$ cat src/rtl/change_dispenser.sv
// Coin change dispenser: greedy payout of a requested amount from four stocked
// denominations, one hopper handshake per coin, with ack timeout and refill.
module change_dispenser #(
  parameter int INIT_STOCK  = 5,
  parameter int ACK_TIMEOUT = 15
) (
  input  logic       clk,
  input  logic       reset,
  input  logic       req_valid,
  input  logic [9:0] req_amount,
  output logic       req_ready,
  output logic       coin_valid,
  output logic [1:0] coin_denom,
  input  logic       coin_ack,
  input  logic       refill,
  input  logic [1:0] refill_denom,
  input  logic [3:0] refill_count,
  output logic       done,
  output logic       error,
  output logic [9:0] shortfall,
  output logic       busy
);

  localparam int TW = $clog2(ACK_TIMEOUT + 1);

  typedef enum logic [2:0] {IDLE, SELECT, ISSUE, DONE, FAULT} state_e;

  state_e        state_q, state_d;
  logic [9:0]    remaining_q, remaining_d;
  logic [9:0]    shortfall_q, shortfall_d;
  logic [TW-1:0] timer_q, timer_d;
  logic [1:0]    denom_q, denom_d;
  logic [7:0]    stock_q [4];
  logic [7:0]    stock_d [4];

  logic          sel_found;
  logic [1:0]    sel_denom;
  logic          ack_take;

  function automatic logic [9:0] coin_value(input logic [1:0] d);
    case (d)
      2'd0:    return 10'd1;
      2'd1:    return 10'd5;
      2'd2:    return 10'd10;
      default: return 10'd20;
    endcase
  endfunction

  // Refill and a coin decrement may land together; saturate the combined result.
  function automatic logic [7:0] sat_stock(input logic [7:0] cur, input logic [3:0] add,
                                           input logic dec);
    logic [8:0] sum;
    sum = {1'b0, cur} + {5'd0, add} - {8'd0, dec};
    return (sum > 9'd255) ? 8'd255 : sum[7:0];
  endfunction

  // Ascending scan so the last qualifying denomination (the largest) wins.
  always_comb begin
    sel_found = 1'b0;
    sel_denom = 2'd0;
    for (int i = 0; i < 4; i++) begin
      if (coin_value(2'(i)) <= remaining_q && stock_q[i] != 8'd0) begin
        sel_found = 1'b1;
        sel_denom = 2'(i);
      end
    end
  end

  assign ack_take = (state_q == ISSUE) && coin_ack;

  always_ff @(posedge clk) begin
    if (reset) begin
      state_q     <= IDLE;
      remaining_q <= 10'd0;
      shortfall_q <= 10'd0;
      timer_q     <= '0;
      denom_q     <= 2'd0;
      for (int i = 0; i < 4; i++) stock_q[i] <= 8'(INIT_STOCK);
    end else begin
      state_q     <= state_d;
      remaining_q <= remaining_d;
      shortfall_q <= shortfall_d;
      timer_q     <= timer_d;
      denom_q     <= denom_d;
      for (int i = 0; i < 4; i++) stock_q[i] <= stock_d[i];
    end
  end

  always_comb begin
    state_d     = state_q;
    remaining_d = remaining_q;
    shortfall_d = shortfall_q;
    timer_d     = timer_q;
    denom_d     = denom_q;
    case (state_q)
      IDLE: begin
        if (req_valid) begin
          remaining_d = req_amount;
          shortfall_d = 10'd0;
          state_d     = SELECT;
        end
      end
      SELECT: begin
        timer_d = '0;
        if (remaining_q == 10'd0) begin
          state_d = DONE;
        end else if (sel_found) begin
          denom_d = sel_denom;
          state_d = ISSUE;
        end else begin
          shortfall_d = remaining_q;
          state_d     = FAULT;
        end
      end
      ISSUE: begin
        if (coin_ack) begin
          remaining_d = remaining_q - coin_value(denom_q);
          state_d     = SELECT;
        end else if (timer_q == TW'(ACK_TIMEOUT - 1)) begin
          shortfall_d = remaining_q;
          state_d     = FAULT;
        end else begin
          timer_d = timer_q + TW'(1);
        end
      end
      default: state_d = IDLE;
    endcase
    for (int i = 0; i < 4; i++) begin
      stock_d[i] = sat_stock(stock_q[i],
                             (refill && refill_denom == 2'(i)) ? refill_count : 4'd0,
                             ack_take && denom_q == 2'(i));
    end
  end

  always_comb begin
    req_ready  = (state_q == IDLE);
    coin_valid = (state_q == ISSUE);
    done       = (state_q == DONE);
    error      = (state_q == FAULT);
    busy       = (state_q != IDLE);
  end

  assign coin_denom = denom_q;
  assign shortfall  = shortfall_q;

endmodule

$ cat config.mk
export PLATFORM = sky130hd
export DESIGN_NAME = change_dispenser
export DESIGN_NICKNAME = d
export VERILOG_FILES = /design/src/rtl/change_dispenser.sv
export SDC_FILE = /design/constraint.sdc
export NUM_CORES = 1
export LEC_CHECK = 0
export ABC_AREA = 1
export BUFFER_PORTS_ARGS = -buffer_cell sky130_fd_sc_hd__buf_2
export CORE_AREA = 2 2 114 116
export CTS_BUF_LIST = sky130_fd_sc_hd__clkbuf_16
export CTS_CLUSTER_SIZE = 40
export DETAILED_ROUTE_END_ITERATION = 12
export DIE_AREA = 0 0 116 118
export MAX_ROUTING_LAYER = met4
export PLACE_DENSITY_LB_ADDON = 0.12
export SYNTH_ARGS = -nofsm -noshare
export SYNTH_HDL_FRONTEND = slang
export SYNTH_SLANG_ARGS = --single-unit
$ cat constraint.sdc
create_clock -name clk -period 4.35 [get_ports clk]
set_input_delay 0.6525 -clock clk [delete_from_list [all_inputs] [get_ports clk]]
set_output_delay 0.6525 -clock clk [all_outputs]
set_load 0.01 [all_outputs]
After elaboration in Yosys (flattened, before gate mapping)
Memories as Yosys holds them, arrays and structs flattened.
Cells that the tools add are included.
Operators by class
  equality and inequality tests: 19
  reduce and logical (&&, ||, !) cells: 30
  bitwise gates (word level): 5
  mux-type cells: 43
  add/subtract/negate cells: 10
  order comparisons: 8
Operators by type and width (number)
  two-way mux 10 bit: 9
  two-way mux 8 bit: 8
  adder 8 x 4 -> 9 bit: 4
  greater-than comparator 9 x 8 -> 1 bit, second input constant: 4
  subtractor 9 x 1 -> 9 bit: 4
  nonzero test 8 bit: 4
  one-hot mux 10 bit (3 select lines): 1
  two-way mux 4 bit: 6
  one-hot mux 10 bit (2 select lines): 1
  two-way mux 3 bit: 5
  one-hot mux 5 bit (3 select lines): 1
  logical AND 1 bit: 13
  less-or-equal comparator 1 x 10 -> 1 bit, first input constant: 1
  less-or-equal comparator 3 x 10 -> 1 bit, first input constant: 1
  less-or-equal comparator 4 x 10 -> 1 bit, first input constant: 1
  less-or-equal comparator 5 x 10 -> 1 bit, first input constant: 1
  zero test 10 bit: 1
  != test 2 bit, second input constant: 5
  subtractor 10 bit: 1
  one-hot mux 3 bit (3 select lines): 1
  AND reduction 3 bit: 3
  equality test 2 bit, second input constant: 4
  two-way mux 1 bit: 8
  one-hot mux 4 bit (2 select lines): 1
  17 further kinds: 27
Word-level totals
  input port bits: 21
  bits in writable memories: 32
  flip-flop bits (word level): 29
  memories kept: 1
Memory list
  stock_q: depth 4, width 8, read ports 4, clocked after memory_dff 0, write ports 4, line 33  | logic [7:0] stock_q [4];

Depth between registers and ports, before layout
An unclocked memory read counts as a cell.
  word-level depth: 10
  mapped depth: 19

Least setup slack after synthesis
Ideal clock, no wire load.
  kind: input-to-reg
  start: in refill_denom[1]
  end: mem stock_q[3][5]
  arrival: 2717 ps
  path buffers: 0
  stages on the path: 13
  path slack: 1518 ps
  cells stage by stage: inv_1 nor3_1 nand2_1 ha_1 fa_1 o21ai_0 nand2_1 nor2_1 nand3_1 nand3_1 nand2_1 o21ai_0 inv_1
RTL lines
  start: declaration: line 16  | input logic [1:0] refill_denom,
  end: declaration: line 33

==> flow_summary.html <==
<table>
<tr><th>Metric</th><th>Value</th></tr>
<tr><th colspan="2">Yosys</th></tr>
<tr><td>Leading register cell type out of synthesis</td><td>sky130_fd_sc_hd__dfxtp_1</td></tr>
<tr><td>List of most frequent post-synthesis cells</td><td>139 x sky130_fd_sc_hd__inv_1, 128 x sky130_fd_sc_hd__nand2_1, 89 x sky130_fd_sc_hd__nor2_1</td></tr>
<tr><td>Flop and latch count out of synthesis</td><td>61</td></tr>
<tr><td>Number of enable-type register cells in the synthesized netlist</td><td>0</td></tr>
<tr><td>Number of standard cells after synthesis</td><td>719</td></tr>
<tr><td>Mapped Area</td><td>4870 sq um</td></tr>
<tr><td>Register area share after synthesis</td><td>25.1%</td></tr>
<tr><td>Share of flip-flops with an asynchronous set or reset</td><td>0%</td></tr>
<tr><td>Post-synthesis cell type with the largest combined area</td><td>sky130_fd_sc_hd__dfxtp_1</td></tr>
<tr><td>Syn Area/Cell</td><td>approximately 6.8 sq um</td></tr>
<tr><td>Ranking of synthesized cells by area</td><td>sky130_fd_sc_hd__dfxtp_1 25%, sky130_fd_sc_hd__ha_1 16%, sky130_fd_sc_hd__inv_1 11%</td></tr>
<tr><td>Synthesized netlist net count</td><td>808</td></tr>
<tr><td>YS warnings</td><td>0</td></tr>
<tr><td>Area share of the largest cell type after synthesis</td><td>approximately a quarter</td></tr>
<tr><td>Number of library cell types mapped by synthesis</td><td>37</td></tr>
<tr><td>Top-count cell post-synth</td><td>sky130_fd_sc_hd__inv_1</td></tr>
<tr><th colspan="2">Place</th></tr>
<tr><td>Placer's final routability congestion estimate</td><td>0.846</td></tr>
<tr><td>Number of placed instances with taps included</td><td>917</td></tr>
<tr><td>Setup Slack @ Placement</td><td>0.841 ns</td></tr>
<tr><td>Detailed Place HPWL</td><td>8680 um</td></tr>
<tr><td>IO buf count</td><td>37</td></tr>
<tr><th colspan="2">Timing</th></tr>
<tr><td>Hold slack final</td><td>0.471 ns</td></tr>
<tr><td>Final count of pins violating max slew</td><td>0</td></tr>
<tr><td>Remaining max-slew budget at the tightest pin</td><td>approximately 48%</td></tr>
<tr><td>Slew of the pin with the lowest slew margin</td><td>0.781 ns</td></tr>
<tr><td>Final period demand of the worst path</td><td>3.50 ns</td></tr>
<tr><td>RSZ-0062 raised after global routing</td><td>no</td></tr>
<tr><td>Period Utilization, post-route</td><td>80.6%</td></tr>
<tr><td>Total negative setup slack</td><td>0 ns</td></tr>
<tr><td>Maximum achievable frequency</td><td>approximately 0.29 GHz</td></tr>
<tr><td>Final setup slack of the worst path</td><td>0.845 ns</td></tr>
<tr><td>Final hold viol count</td><td>0</td></tr>
<tr><td>Layout Skew</td><td>between 0.003 and 0.004 ns</td></tr>
<tr><td>Final setup fails</td><td>0</td></tr>
<tr><th colspan="2">Floorplan</th></tr>
<tr><td>Area of the placeable core</td><td>12400 sq um</td></tr>
<tr><td>Overall die width</td><td>between 100 and 150 um</td></tr>
<tr><td>Number of top-level pins</td><td>38</td></tr>
<tr><td>Starting Density</td><td>39.2%</td></tr>
<tr><td>Number of placement rows</td><td>~40</td></tr>
<tr><td>DIE AREA</td><td>13700 sq um</td></tr>
<tr><td>Vertical extent of the die</td><td>approximately 120 um</td></tr>
<tr><th colspan="2">Clock tree</th></tr>
<tr><td>Clock tree buffer depth</td><td>2</td></tr>
<tr><td>Number of sinks handled by clock tree synthesis</td><td>just over 60</td></tr>
<tr><td>Number of buffers created by CTS</td><td>9</td></tr>
<tr><td>H-Tree Level Count</td><td>3</td></tr>
<tr><td>Post-CTS Setup Inserts</td><td>0</td></tr>
<tr><td>CTS tree</td><td>built</td></tr>
<tr><td>Post-CTS resize count</td><td>0</td></tr>
<tr><td>CTS Hold Buffers Added</td><td>0</td></tr>
<tr><td>Skew-Pair Late Insertion Delay</td><td>0.34 ns</td></tr>
<tr><td>Clk pin slew, worst setup/hold paths</td><td>0.05 ns</td></tr>
<tr><td>Root cell of the clock tree</td><td>sky130_fd_sc_hd__clkbuf_16</td></tr>
<tr><th colspan="2">Global route</th></tr>
<tr><td>Pin count of the biggest net entering global routing</td><td>34</td></tr>
<tr><td>Initial antenna violation count</td><td>0</td></tr>
<tr><td>Global-route wire length before repair</td><td>18900 um</td></tr>
<tr><td>GR Overflow Total</td><td>0</td></tr>
<tr><td>Vias in the first global route</td><td>4173</td></tr>
<tr><td>GR Util All Layers</td><td>between 10% and 20%</td></tr>
<tr><th colspan="2">Power and ir drop</th></tr>
<tr><td>Leakage</td><td>2.90 nW</td></tr>
<tr><td>Peak ir drop on the vdd network</td><td>415 uV</td></tr>
<tr><td>Ratio of total power to cell area</td><td>760 nW/um^2</td></tr>
<tr><th colspan="2">Routing</th></tr>
<tr><td>Number of routed nets with antenna violations</td><td>0</td></tr>
<tr><td>Vias per cell</td><td>4.67</td></tr>
<tr><td>Number of detailed-routing iterations run before antenna repair</td><td>4</td></tr>
<tr><td>Total length of routed wires</td><td>roughly 11000 um</td></tr>
<tr><td>Number of violations reported at the end of detailed-routing iteration 0</td><td>190</td></tr>
<tr><td>DR WL/cell</td><td>11.9 um</td></tr>
<tr><td>Via count of the routed design</td><td>4357</td></tr>
<tr><td>Residual DRC</td><td>0</td></tr>
<tr><th colspan="2">Final layout</th></tr>
<tr><td>Post-route core utilization</td><td>44.5%</td></tr>
<tr><td>Area grow syn2layout</td><td>13.6%</td></tr>
<tr><td>Layout Cells excl Fill</td><td>a little over 900</td></tr>
<tr><td>Antenna diodes</td><td>0</td></tr>
<tr><td>Share of layout cells above drive strength 1</td><td>10.6%</td></tr>
<tr><td># nets final</td><td>845</td></tr>
<tr><th colspan="2">Setup path</th></tr>
<tr><td>Maximum fanout along the worst path</td><td>16</td></tr>
<tr><td>Critical Path Source Type</td><td>flop</td></tr>
<tr><td>Data arrival, critical path</td><td>3.73 ns</td></tr>
<tr><td>Element type at the critical path end</td><td>flop</td></tr>
<tr><td>Required time worst endpoint</td><td>4.58 ns</td></tr>
<tr><td>Category of the critical setup timing path</td><td>flop to flop</td></tr>
<tr><th colspan="2">Run</th></tr>
<tr><td>Max_cap viols</td><td>0</td></tr>
<tr><th colspan="2">Status</th></tr>
<tr><td>Outcome</td><td>finished, final reports clean</td></tr>
<tr><th colspan="2">Hold path</th></tr>
<tr><td>Tightest Hold Check Type</td><td>flop to flop</td></tr>
</table>
layout make-up:
type,instances,area (sq um)
inverter,143,537
clock buffer,9,225
timing repair buffer,38,193
clock inverter,7,115
fill,1326,6890
sequential,61,1220
tap,172,215
multi-input combinational,503,3020
critical path, cell delays in order (launching register included):
cell                      delay (ns)
sky130_fd_sc_hd__dfxtp_1        0.37
sky130_fd_sc_hd__nor2_4         0.17
sky130_fd_sc_hd__nand2_4        0.15
sky130_fd_sc_hd__inv_2          0.24
sky130_fd_sc_hd__nand2_2        0.14
sky130_fd_sc_hd__nor3_1         0.20
sky130_fd_sc_hd__ha_1           0.27
sky130_fd_sc_hd__inv_1          0.05
sky130_fd_sc_hd__ha_1           0.16
sky130_fd_sc_hd__inv_1          0.06
sky130_fd_sc_hd__fa_1           0.40
sky130_fd_sc_hd__o21ai_0        0.31
sky130_fd_sc_hd__nand2_1        0.14
sky130_fd_sc_hd__nor2_1         0.12
sky130_fd_sc_hd__nand3_1        0.09
sky130_fd_sc_hd__nand3_1        0.16
sky130_fd_sc_hd__nand2_1        0.14
sky130_fd_sc_hd__nor2_1         0.16
sky130_fd_sc_hd__nand2_1        0.06
kinds of logic (layout without fill, tap and decap cells):
family          after synthesis  count (layout)  synth area share, %
fa+ha+maj                    68              68                 18.2
simple gates                322             322                 29.5
buf+inv                     155             197                 12.8
flops                        61              61                 25.1
xor+xnor                     24              24                 4.32
compound gates               89              89                 10.0
layout by cell type, fill, tap and decap left out, types with 2 or more instances in the layout:
cell,n
sky130_fd_sc_hd__inv_1,140
sky130_fd_sc_hd__nand2_1,128
sky130_fd_sc_hd__nor2_1,89
sky130_fd_sc_hd__ha_1,63
sky130_fd_sc_hd__dfxtp_1,61
sky130_fd_sc_hd__nand3_1,52
sky130_fd_sc_hd__a21oi_1,44
sky130_fd_sc_hd__buf_2,37
sky130_fd_sc_hd__o21ai_0,30
sky130_fd_sc_hd__nor3_1,21
sky130_fd_sc_hd__xor2_1,20
sky130_fd_sc_hd__clkbuf_16,9
sky130_fd_sc_hd__nand2_2,6
sky130_fd_sc_hd__a211oi_1,6
sky130_fd_sc_hd__nand4_1,5
sky130_fd_sc_hd__fa_1,5
sky130_fd_sc_hd__nor4_1,4
sky130_fd_sc_hd__nor2_4,4
sky130_fd_sc_hd__inv_2,4
sky130_fd_sc_hd__nor2_2,4
sky130_fd_sc_hd__xnor2_1,4
sky130_fd_sc_hd__bufinv_16,3
sky130_fd_sc_hd__nand2_4,2
sky130_fd_sc_hd__o21ai_2,2
sky130_fd_sc_hd__nor3_4,2
sky130_fd_sc_hd__o211ai_1,2
sky130_fd_sc_hd__or2_2,2
per-stage QoR:
| stage | instance area, sq um | total power [mW] |
|---|---|---|
| 2_1_floorplan | 4870 | 2.89 |
| 4_1_cts | 5530 | 4.24 |
| 3_3_place_gp | 5190 | 3.37 |
| 6_report | 5530 | 4.20 |
| 5_1_grt | 5530 | 4.68 |
| 3_5_place_dp | 5190 | 3.37 |
registers in the layout (all words and copies together) (netlist names):
signal and count:
stock_q 32, timer_q 4, state_q 3, shortfall 10, coin_denom 2, remaining_q 10
path summary, 6_finish.rpt:
kind | startpoint | endpoint | slack, ns | depth (start not counted)
hold / removal | shortfall[8] | shortfall[8] | 0.47 | 2
hold reg to reg | shortfall[8] | shortfall[8] | 0.47 | 2
setup / recovery | state_q[2] | stock_q[1][0] | 0.85 | 18
setup reg to reg | state_q[2] | stock_q[1][0] | 0.85 | 18
report_power, final:
group	total (mW)	switching (mW)	leakage, nW	internal, mW
combinational	2.51	1.54	2.23	0.967
sequential	0.868	0.119	0.506	0.749
clock	0.826	0.269	0.167	0.557
total	4.20	1.93	2.90	2.27
per-layer routing:
metal	GRT usage (%)	share of wire (%)	up-vias
li1	-	-	2350
met1	22.2	48	1920
met2	28.1	47	77
met3	5.36	3.8	10
met4	3.94	1.1	0
met5	-	0	-
Power figures use the tool's default switching activity.
